$ cat src/rtl/pds_arb_pkg.sv
// Shared types and constants for the 4-way round-robin line arbiter.
package pds_arb_pkg;

  localparam int unsigned N_ZAHT = 4;
  localparam int unsigned ADR_W  = 2;

  // Idle, grant active, dead gap between grants.
  typedef enum logic [1:0] {
    StMiruj   = 2'd0,
    StDodjela = 2'd1,
    StPauza   = 2'd2
  } arb_state_e;

endpackage

$ cat src/rtl/mux4_rr_arbitar_if.sv
// Request/grant/data bundle between the four requesters and the arbiter.
interface mux4_rr_arbitar_if;
  import pds_arb_pkg::*;

  logic [N_ZAHT-1:0] zaht;
  logic [N_ZAHT-1:0] inf_ul;
  logic [N_ZAHT-1:0] dozv;
  logic [ADR_W-1:0]  adr_ul;
  logic              aktivan;
  logic              inf_izl;

  modport master (
    output zaht,
    output inf_ul,
    input  dozv,
    input  adr_ul,
    input  aktivan,
    input  inf_izl
  );

  modport slave (
    input  zaht,
    input  inf_ul,
    output dozv,
    output adr_ul,
    output aktivan,
    output inf_izl
  );

endinterface

$ cat src/rtl/rr_odabir.sv
// Combinational round-robin picker: first set request after the last-served index.
module rr_odabir
  import pds_arb_pkg::*;
(
  input  logic [N_ZAHT-1:0] zaht,
  input  logic [ADR_W-1:0]  zadnji,
  output logic              valid,
  output logic [ADR_W-1:0]  pick
);

  logic [ADR_W-1:0] idx;

  // Scan zadnji+1 .. zadnji+4 (mod 4); the last step wraps back to zadnji itself.
  always_comb begin
    valid = 1'b0;
    pick  = zadnji;
    idx   = zadnji;
    for (int k = 1; k <= N_ZAHT; k++) begin
      idx = zadnji + ADR_W'(k);
      if (!valid && zaht[idx]) begin
        valid = 1'b1;
        pick  = idx;
      end
    end
  end

endmodule

$ cat src/rtl/mux4_rr_arbitar.sv
// Round-robin arbiter for a shared 4:1 single-bit line with burst limit and dead gap.
module mux4_rr_arbitar
  import pds_arb_pkg::*;
#(
  parameter int unsigned MAX_BURST  = 8,
  parameter int unsigned GAP_CYCLES = 1
) (
  input  logic               clk,
  input  logic               rst,
  mux4_rr_arbitar_if.slave   bus
);

  localparam logic [7:0] BurstMax = 8'(MAX_BURST);
  localparam logic [3:0] GapMax   = 4'(GAP_CYCLES);

  arb_state_e        state_q, state_d;
  logic [N_ZAHT-1:0] dozv_q, dozv_d;
  logic [ADR_W-1:0]  adr_q, adr_d;
  logic [ADR_W-1:0]  zadnji_q, zadnji_d;
  logic [7:0]        brojac_q, brojac_d;
  logic [3:0]        gap_q, gap_d;
  logic              aktivan_q, aktivan_d;

  logic             pick_valid;
  logic [ADR_W-1:0] pick;
  logic             release_grant;
  logic             gap_done;

  rr_odabir u_odabir (
    .zaht   (bus.zaht),
    .zadnji (zadnji_q),
    .valid  (pick_valid),
    .pick   (pick)
  );

  assign release_grant = !bus.zaht[adr_q] || (brojac_q == BurstMax);
  assign gap_done      = (gap_q == GapMax);

  // State register.
  always_ff @(posedge clk) begin
    if (rst) begin
      state_q <= StMiruj;
    end else begin
      state_q <= state_d;
    end
  end

  // Next-state logic.
  always_comb begin
    state_d = state_q;
    unique case (state_q)
      StMiruj:   if (pick_valid) state_d = StDodjela;
      StDodjela: if (release_grant) state_d = StPauza;
      StPauza:   if (gap_done) state_d = pick_valid ? StDodjela : StMiruj;
      default:   state_d = StMiruj;
    endcase
  end

  // Grant, pointer and counter updates for each transition.
  always_comb begin
    dozv_d    = dozv_q;
    adr_d     = adr_q;
    zadnji_d  = zadnji_q;
    brojac_d  = brojac_q;
    gap_d     = gap_q;
    aktivan_d = aktivan_q;
    unique case (state_q)
      StMiruj: begin
        if (pick_valid) begin
          dozv_d    = N_ZAHT'(1) << pick;
          adr_d     = pick;
          aktivan_d = 1'b1;
          brojac_d  = 8'd1;
        end
      end
      StDodjela: begin
        if (release_grant) begin
          dozv_d    = '0;
          aktivan_d = 1'b0;
          zadnji_d  = adr_q;
          gap_d     = 4'd1;
        end else begin
          brojac_d = brojac_q + 8'd1;
        end
      end
      StPauza: begin
        gap_d = gap_q + 4'd1;
        if (gap_done) begin
          gap_d = '0;
          if (pick_valid) begin
            dozv_d    = N_ZAHT'(1) << pick;
            adr_d     = pick;
            aktivan_d = 1'b1;
            brojac_d  = 8'd1;
          end
        end
      end
      default: begin
        dozv_d    = '0;
        aktivan_d = 1'b0;
      end
    endcase
  end

  // Datapath registers; zadnji resets to 3 so requester 0 wins first.
  always_ff @(posedge clk) begin
    if (rst) begin
      dozv_q    <= '0;
      adr_q     <= '0;
      zadnji_q  <= 2'd3;
      brojac_q  <= '0;
      gap_q     <= '0;
      aktivan_q <= 1'b0;
    end else begin
      dozv_q    <= dozv_d;
      adr_q     <= adr_d;
      zadnji_q  <= zadnji_d;
      brojac_q  <= brojac_d;
      gap_q     <= gap_d;
      aktivan_q <= aktivan_d;
    end
  end

  assign bus.dozv    = dozv_q;
  assign bus.adr_ul  = adr_q;
  assign bus.aktivan = aktivan_q;
  assign bus.inf_izl = aktivan_q & bus.inf_ul[adr_q];

  a_dozv_onehot: assert property (@(posedge clk) disable iff (rst) $onehot0(dozv_q));
  a_aktivan:     assert property (@(posedge clk) disable iff (rst) aktivan_q == |dozv_q);
  a_adr_match:   assert property (@(posedge clk) disable iff (rst)
                                  (dozv_q != '0) |-> dozv_q[adr_q]);

endmodule

$ cat src/flat_wrapper.sv
// flat-port wrapper written by rule: the top's interface ports become plain ports
module mux4_rr_arbitar_flat import pds_arb_pkg::*;
#(
  parameter int unsigned MAX_BURST  = 8,
  parameter int unsigned GAP_CYCLES = 1
)
  (clk, rst, bus_zaht, bus_inf_ul, bus_dozv, bus_adr_ul, bus_aktivan, bus_inf_izl);
  mux4_rr_arbitar_if bus_i ();
  input  logic clk;
  input  logic rst;
  input wire logic [$bits(bus_i.zaht)-1:0] bus_zaht;
  input wire logic [$bits(bus_i.inf_ul)-1:0] bus_inf_ul;
  output wire logic [$bits(bus_i.dozv)-1:0] bus_dozv;
  output wire logic [$bits(bus_i.adr_ul)-1:0] bus_adr_ul;
  output wire logic [$bits(bus_i.aktivan)-1:0] bus_aktivan;
  output wire logic [$bits(bus_i.inf_izl)-1:0] bus_inf_izl;
  assign bus_i.zaht = bus_zaht;
  assign bus_i.inf_ul = bus_inf_ul;
  assign bus_dozv = bus_i.dozv;
  assign bus_adr_ul = bus_i.adr_ul;
  assign bus_aktivan = bus_i.aktivan;
  assign bus_inf_izl = bus_i.inf_izl;
  mux4_rr_arbitar #(.MAX_BURST(MAX_BURST), .GAP_CYCLES(GAP_CYCLES)) u_core (.clk(clk), .rst(rst), .bus(bus_i));
endmodule
$ cat config.mk
export PLATFORM = sky130hd
export DESIGN_NAME = mux4_rr_arbitar_flat
export DESIGN_NICKNAME = d
export VERILOG_FILES = /design/src/rtl/pds_arb_pkg.sv /design/src/rtl/mux4_rr_arbitar_if.sv /design/src/rtl/rr_odabir.sv /design/src/rtl/mux4_rr_arbitar.sv /design/src/flat_wrapper.sv
export SDC_FILE = /design/constraint.sdc
export NUM_CORES = 1
export LEC_CHECK = 0
export ABC_AREA = 1
export BUFFER_PORTS_ARGS = -buffer_cell sky130_fd_sc_hd__buf_2
export CAP_MARGIN = 20
export CORE_MARGIN = 2
export CORE_UTILIZATION = 30
export CTS_CLUSTER_SIZE = 16
export DETAILED_ROUTE_END_ITERATION = 10
export PLACE_DENSITY = 0.58
export REMOVE_ABC_BUFFERS = 1
export SLEW_MARGIN = 15
export SYNTH_ARGS = -nofsm -noshare
export SYNTH_HDL_FRONTEND = slang
export SYNTH_HIERARCHICAL = 1
export SYNTH_SLANG_ARGS = --single-unit
$ cat constraint.sdc
create_clock -name clk -period 2.4 [get_ports clk]
set_clock_uncertainty 0.05 [all_clocks]
set_input_delay 0.48 -clock clk [delete_from_list [all_inputs] [get_ports clk]]
set_output_delay 0.48 -clock clk [all_outputs]
set_load 0.02 [all_outputs]
Yosys cells after proc, flatten, opt, wreduce, memory -nomap -nowiden
Cells that the tools add are included.
{"block": "totals", "out_inout_bits": 8, "regBits": 23, "elab_cells": 88, "inputBits": 10}
{"block": "classes", "magnitude_cmp": 5, "muxes": 43, "n_shift": 1, "eq_ne": 8, "add_sub_neg": 5, "n_bitwise": 1, "reduce_logical": 18}
{"op": "$mux 8", "n": 3}
{"op": "$pmux 8 s3", "n": 1}
{"op": "$mux 4", "n": 5}
{"op": "$mux 2", "n": 9}
{"op": "$lt 2x3->1 const B", "n": 5}
{"op": "$mux 1", "n": 14}
{"op": "$bmux 1 s2", "n": 6}
{"op": "$pmux 4 s3", "n": 1}
{"op": "$add 8x1->8 const B", "n": 1}
{"op": "$eq 8x4->1 const B", "n": 1}
{"op": "$pmux 4 s2", "n": 1}
{"op": "$reduce_and 2->1", "n": 4}
{"op": "$ne 2x1->1 const B", "n": 3}
{"op": "$pmux 2 s3", "n": 1}
{"op": "$reduce_and 3->1", "n": 2}
{"op": "$add 2x2->2 const B", "n": 2}
{"op": "$add 4x1->4 const B", "n": 1}
{"op": "$eq 4x1->1 const B", "n": 1}
{"op": "$logic_not 1->1", "n": 4}
{"op": "$pmux 2 s2", "n": 1}
{"op": "$reduce_bool 2->1", "n": 2}
{"op": "$shl 1x2->4 const A", "n": 1}
{"op": "$logic_and 1x1->1", "n": 3}
{"op": "$pmux 1 s3", "n": 1}
{"op": "8 further kinds", "n": 8}

Depth between registers and ports, before layout
{"block": "logic_depth", "depth_word": 17, "depth_mapped": 15, "depth_no_buf": 14}

Hierarchy
The synthesis kept the hierarchy.
{"mod": "mux4_rr_arbitar", "area_each_um2": 1330.0, "n_inst": 1, "cells_each": 195, "seq_area_each_um2": 460.4}
{"mod": "rr_odabir", "area_each_um2": 231.5, "n_inst": 1, "cells_each": 46, "seq_area_each_um2": 0.0}

Least setup slack after synthesis
Ideal clock, no wire load.
{"block": "synth_path", "path_type": "reg2reg", "from": "register u_core.zadnji_q[0]", "to": "register u_core.brojac_q[5]", "path_stages_with_launch": 13, "synth_period_minus_slack_ns": 1.712, "slack_ns": 0.688, "required_time_ns": 2.281, "arrival_ns": 1.594, "setup_time_ns": 0.069, "path_buffers": 2, "path_cell_list": "dfxtp_1 > buf_6 > inv_4 > nand2_1 > nand2_2 > nand2_2 > nand2_4 > a21oi_2 > nand4_1 > nand3_2 > buf_4 > nand3_1 > a21oi_2"}
{"block": "synth_between", "elab_chain_len": 16, "word_cells_on_any_way": 24, "cone_classes": "add/sub (3); mux (15); reduce/logical (6)"}
{"element": "start: declaration", "line_no": "mux4_rr_arbitar.sv:19", "text": "logic [ADR_W-1:0] zadnji_q, zadnji_d;"}
{"element": "start signal: assignment", "line_no": "mux4_rr_arbitar.sv:117", "text": "zadnji_q <= zadnji_d;"}
{"element": "$add 2x1->2", "line_no": "rr_odabir.sv:19", "text": "idx = zadnji + ADR_W'(k);"}
{"element": "$bmux 1 s2", "line_no": "rr_odabir.sv:20", "text": "if (!valid && zaht[idx]) begin"}
{"element": "$mux 1 (implied by the code)", "line_no": "rr_odabir.sv:20"}
{"element": "$mux 1", "line_no": "rr_odabir.sv:20"}
{"element": "$logic_not 1->1", "line_no": "rr_odabir.sv:20"}
{"element": "$logic_and 1x1->1", "line_no": "rr_odabir.sv:20"}
{"element": "$mux 1", "line_no": "rr_odabir.sv:20"}
{"element": "$logic_not 1->1", "line_no": "rr_odabir.sv:20"}
{"element": "$logic_and 1x1->1", "line_no": "rr_odabir.sv:20"}
{"element": "$mux 1", "line_no": "rr_odabir.sv:20"}
{"element": "$logic_not 1->1", "line_no": "rr_odabir.sv:20"}
{"element": "$logic_and 1x1->1", "line_no": "rr_odabir.sv:20"}
{"element": "$mux 1 (*)", "line_no": "rr_odabir.sv:20"}
{"element": "net u_core.pick_valid", "line_no": "mux4_rr_arbitar.sv:24", "text": "logic pick_valid;"}
{"element": "$mux 8 (*)"}
{"element": "$mux 8"}
{"element": "$pmux 8 s3 (*)"}
{"element": "end signal: assignment", "line_no": "mux4_rr_arbitar.sv:118", "text": "brojac_q <= brojac_d;"}
{"element": "end: declaration", "line_no": "mux4_rr_arbitar.sv:20", "text": "logic [7:0] brojac_q, brojac_d;"}
The timed path passes the listed nets; every way through them passes the cells marked *. The select of a mux whose other input is x is not followed.
A chain may end at the register's enable or synchronous reset.

Worst setup path after layout
{"block": "layout_path", "from": "register u_core.zadnji_q[0]", "to": "register u_core.brojac_q[2]"}
Same word-level chain as after synthesis.

==> qor.yml <==
max_clock_freq_mhz: 494
kind_of_critical_path: "reg -> reg"
layout-drive-gt1-share_pct: 20.3
setup_viol_count_final: 0
fraction_of_synthesis_flops_using_an_asynchronous_set_or_reset_pin_pct: 0
post-cts-setup-buffer-count: 0
syn_area_um2: 1560
grt_util_all_layers_pct: 12.4
synth-edff-count: 0
power.leakage_nw: 0.839
place.gp.congestion: 0.848
drt-vias-per-instance: 4.57
worst-r2r-setup-slack_ns: 0.38
final-hold-violation-count: 0
syn_avg_cell_area_um2: 6.48
endpoint_kind: "register"
worst-slew-pin-transition_ns: 0.489
routed_wire_length_per_instance_um: 10.6
yosys.cell_types.count: 30
yosysTopAreaCellShare_pct: 29.5
drt_drc_violations_left: 0
global_route_wire_length_before_repair_um: 6050
num_antenna_cells: 0
post-layout-total-power_mw: 2.07
regToRegStartpoint: "u_core/zadnji_q[0]$_SDFFE_PP1P_"
outcome: "completed"
yosys_warnings: 6
portBuffers: 17
synth_area_leader_cell: "dfxtp_1"
clk_transition_reported_paths_ns: 0.10
whs_endpoint: "u_core/bus.aktivan$_SDFFE_PP0P_"
combinational_cell_fraction_of_total_power_pct: 58.8
worst-endpoint-arrival_ns: 2.15
reg2reg_depth: 11
max_slew_headroom_pct: 67.4
power.net_switching_mw: 1.07
synth-main-ff-cell: "dfxtp_1"
synth_area_leaders: "dfxtp_1 29%, nand2_1 15%, nand3_1 11%"
cts_buffers: 3
ys_seq_elements: 23
cts-htree-levels: 1
dp_hpwl_um: 2580
total_gr_overflow: 0
ys_seq_area_share_pct: 29.5
switching_share_pct: 51.8
final.min_clock_period_ns: 2.02
rsz0062_at_grt: "false"
hold_path_class: "reg -> reg"
cts_tree: "built"
die_width_um: 76.1
highest_fanout_seen_on_the_critical_path: 12
vdd_drop_max_uv: 493
final-instance-count-excl-fill: 326
sequentialPowerShare_pct: 28.6
cap_violations: 0
slew_viol_final: 0
total_clock_sinks: 23
first_global_vias: 1374
clkLatencyLatePin_ns: 0.28
grt_max_degree: 21
cells_after_synthesis: 241
holdBufCountCts: 0
die-area_um2: 5800
power.density_nw_per_um2: 1190
antenna_left: 0
worst_r2r_endpoint: "u_core/brojac_q[2]$_SDFFE_PP0P_"
final_min_period_over_clock_period_pct: 84.3
fill_cells: 588
grt_antenna_before_repair: 0
cts.repair.resized: 0
worstPathRequired_ns: 2.52
layout-area-overhead-vs-synth_pct: 11.5
finish.net_count: 271
finalWirelength_um: 3460
clockPowerShare_pct: 12.6
chipHeight_um: 76.1
hold_path_startpoint: "u_core/bus.aktivan$_SDFFE_PP0P_"
initial_util_pct: 30.8
route.vias.total: 1491
clockBufferDepth: 2
startpoint_type: "register"
internal_power_mw: 0.997
row_count: 26
timing.hold.worst_path_depth: 2
detail_route.iter0.violations: 103
number_of_ports_placed_on_the_die_boundary: 18
final.setup.tns_ns: 0
dp_cells: 322
dr.pass1.iters: 4
clk_root_buffer_cell: "clkbuf_8"
core_area_um2: 5070
[stage by stage]
| step | utilization (%) | area, um^2 | setup slack, ns | hold WS, ns |
|---|---|---|---|---|
| 2_1_floorplan | - | 1520 | 0.628 | 0.427 |
| 3_3_place_gp | 33.3 | 1690 | 0.433 | 0.410 |
| 3_5_place_dp | 33.3 | 1690 | 0.397 | 0.418 |
| 4_1_cts | 34.3 | 1740 | 0.374 | 0.438 |
| 5_1_grt | 34.3 | 1740 | 0.128 | 0.461 |
| 6_report | 34.3 | 1740 | 0.376 | 0.438 |
[how the worst max path moves through the flow]
| stage | startpoint | endpoint | slack [ns] |
|---|---|---|---|
| after CTS | u_core/zadnji_q[0]$_SDFFE_PP1P_ | u_core/brojac_q[2]$_SDFFE_PP0P_ | 0.37 |
| after global routing | u_core/zadnji_q[0]$_SDFFE_PP1P_ | u_core/brojac_q[2]$_SDFFE_PP0P_ | 0.13 |
| after floorplan | u_core/zadnji_q[0]$_SDFFE_PP1P_ | u_core/brojac_q[2]$_SDFFE_PP0P_ | 0.63 |
| after global placement | u_core/zadnji_q[0]$_SDFFE_PP1P_ | u_core/brojac_q[2]$_SDFFE_PP0P_ | 0.43 |
| final | u_core/zadnji_q[0]$_SDFFE_PP1P_ | u_core/brojac_q[2]$_SDFFE_PP0P_ | 0.38 |
| after detailed placement | u_core/zadnji_q[0]$_SDFFE_PP1P_ | u_core/brojac_q[2]$_SDFFE_PP0P_ | 0.40 |
[routing by layer]
metal / global-route usage (%) / wire length (um) / vias to the layer above
met3: 1.42 / 108 / 0
li1: - / - / 808
met4: 4.73 / 0 / 0
met1: 17.2 / 1800 / 663
met2: 19.7 / 1560 / 20
met5: 0 / 0 / -
[Yosys cell counts, types with 2 or more instances]
library cell  number
a21oi_1           17
a21oi_2            5
buf_6              2
clkbuf_1           2
dfxtp_1           23
ha_1               4
inv_1             23
inv_2              6
nand2_1           63
nand2_2           11
nand3_1           33
nand3_2            2
nand4_1            4
nor2_1            18
nor3b_1            2
o211ai_1           2
o21ai_0            9
xor2_1             3
[area by class of cell]
type	instances	area (um^2)	share of cell area, %
inverter	31	120	6.90
clock buffer	3	41.3	2.37
timing repair buffer	17	85.1	4.89
multi-input combinational	181	938	53.9
clock inverter	1	7.51	0.431
tap	70	87.6	5.03
sequential	23	460	26.5
[cells in the final DEF, fill, tap and decap left out, drive strengths merged]
cell type   n
clkinvlp    1
or2         3
nand4       4
dfxtp      23
a21oi      22
nor2       20
o211ai      2
ha          4
nor3b       2
xor2        3
nand3b      1
nand2      76
o21ai       9
inv        30
nand3      35
clkbuf      3
clkinv      1
buf        17
[cells by family (layout without fill, tap and decap cells)]
family,count (synthesis),count (layout),share of synthesized area [%]
compound gates,33,33,12.1
xor+xnor,3,3,1.68
fa+ha+maj,4,4,3.21
buf+inv,37,52,10.4
flops,23,23,29.5
simple gates,141,141,43.1
[critical path, stage by stage, from the launching register on]
cell     delay (ns)
dfxtp_1        0.57
inv_4          0.09
nand2_1        0.08
nand2_2        0.07
nand2_2        0.10
nand2_4        0.06
a21oi_2        0.15
nand4_1        0.17
nand3_2        0.29
nand2_8        0.10
nor2_1         0.14
nor2_2         0.05
[sequential cells by signal, indices dropped and copies added, names as in the netlist]
name	count
u_core/brojac_q	8
u_core/bus.adr_ul	2
u_core/bus.aktivan	1
u_core/bus.dozv	4
u_core/gap_q	4
u_core/state_q	2
u_core/zadnji_q	2
[power by group through the flow]
stage / Clock, mW / Sequential [mW] / Combinational, mW
floorplan: 0 / 0.622 / 0.911
global placement: 0 / 0.597 / 1.21
detailed placement: 0 / 0.598 / 1.21
CTS: 0.268 / 0.589 / 1.22
global route: 0.284 / 0.610 / 1.38
finish: 0.261 / 0.590 / 1.22
Note: power is estimated with default switching activity, not from simulation.
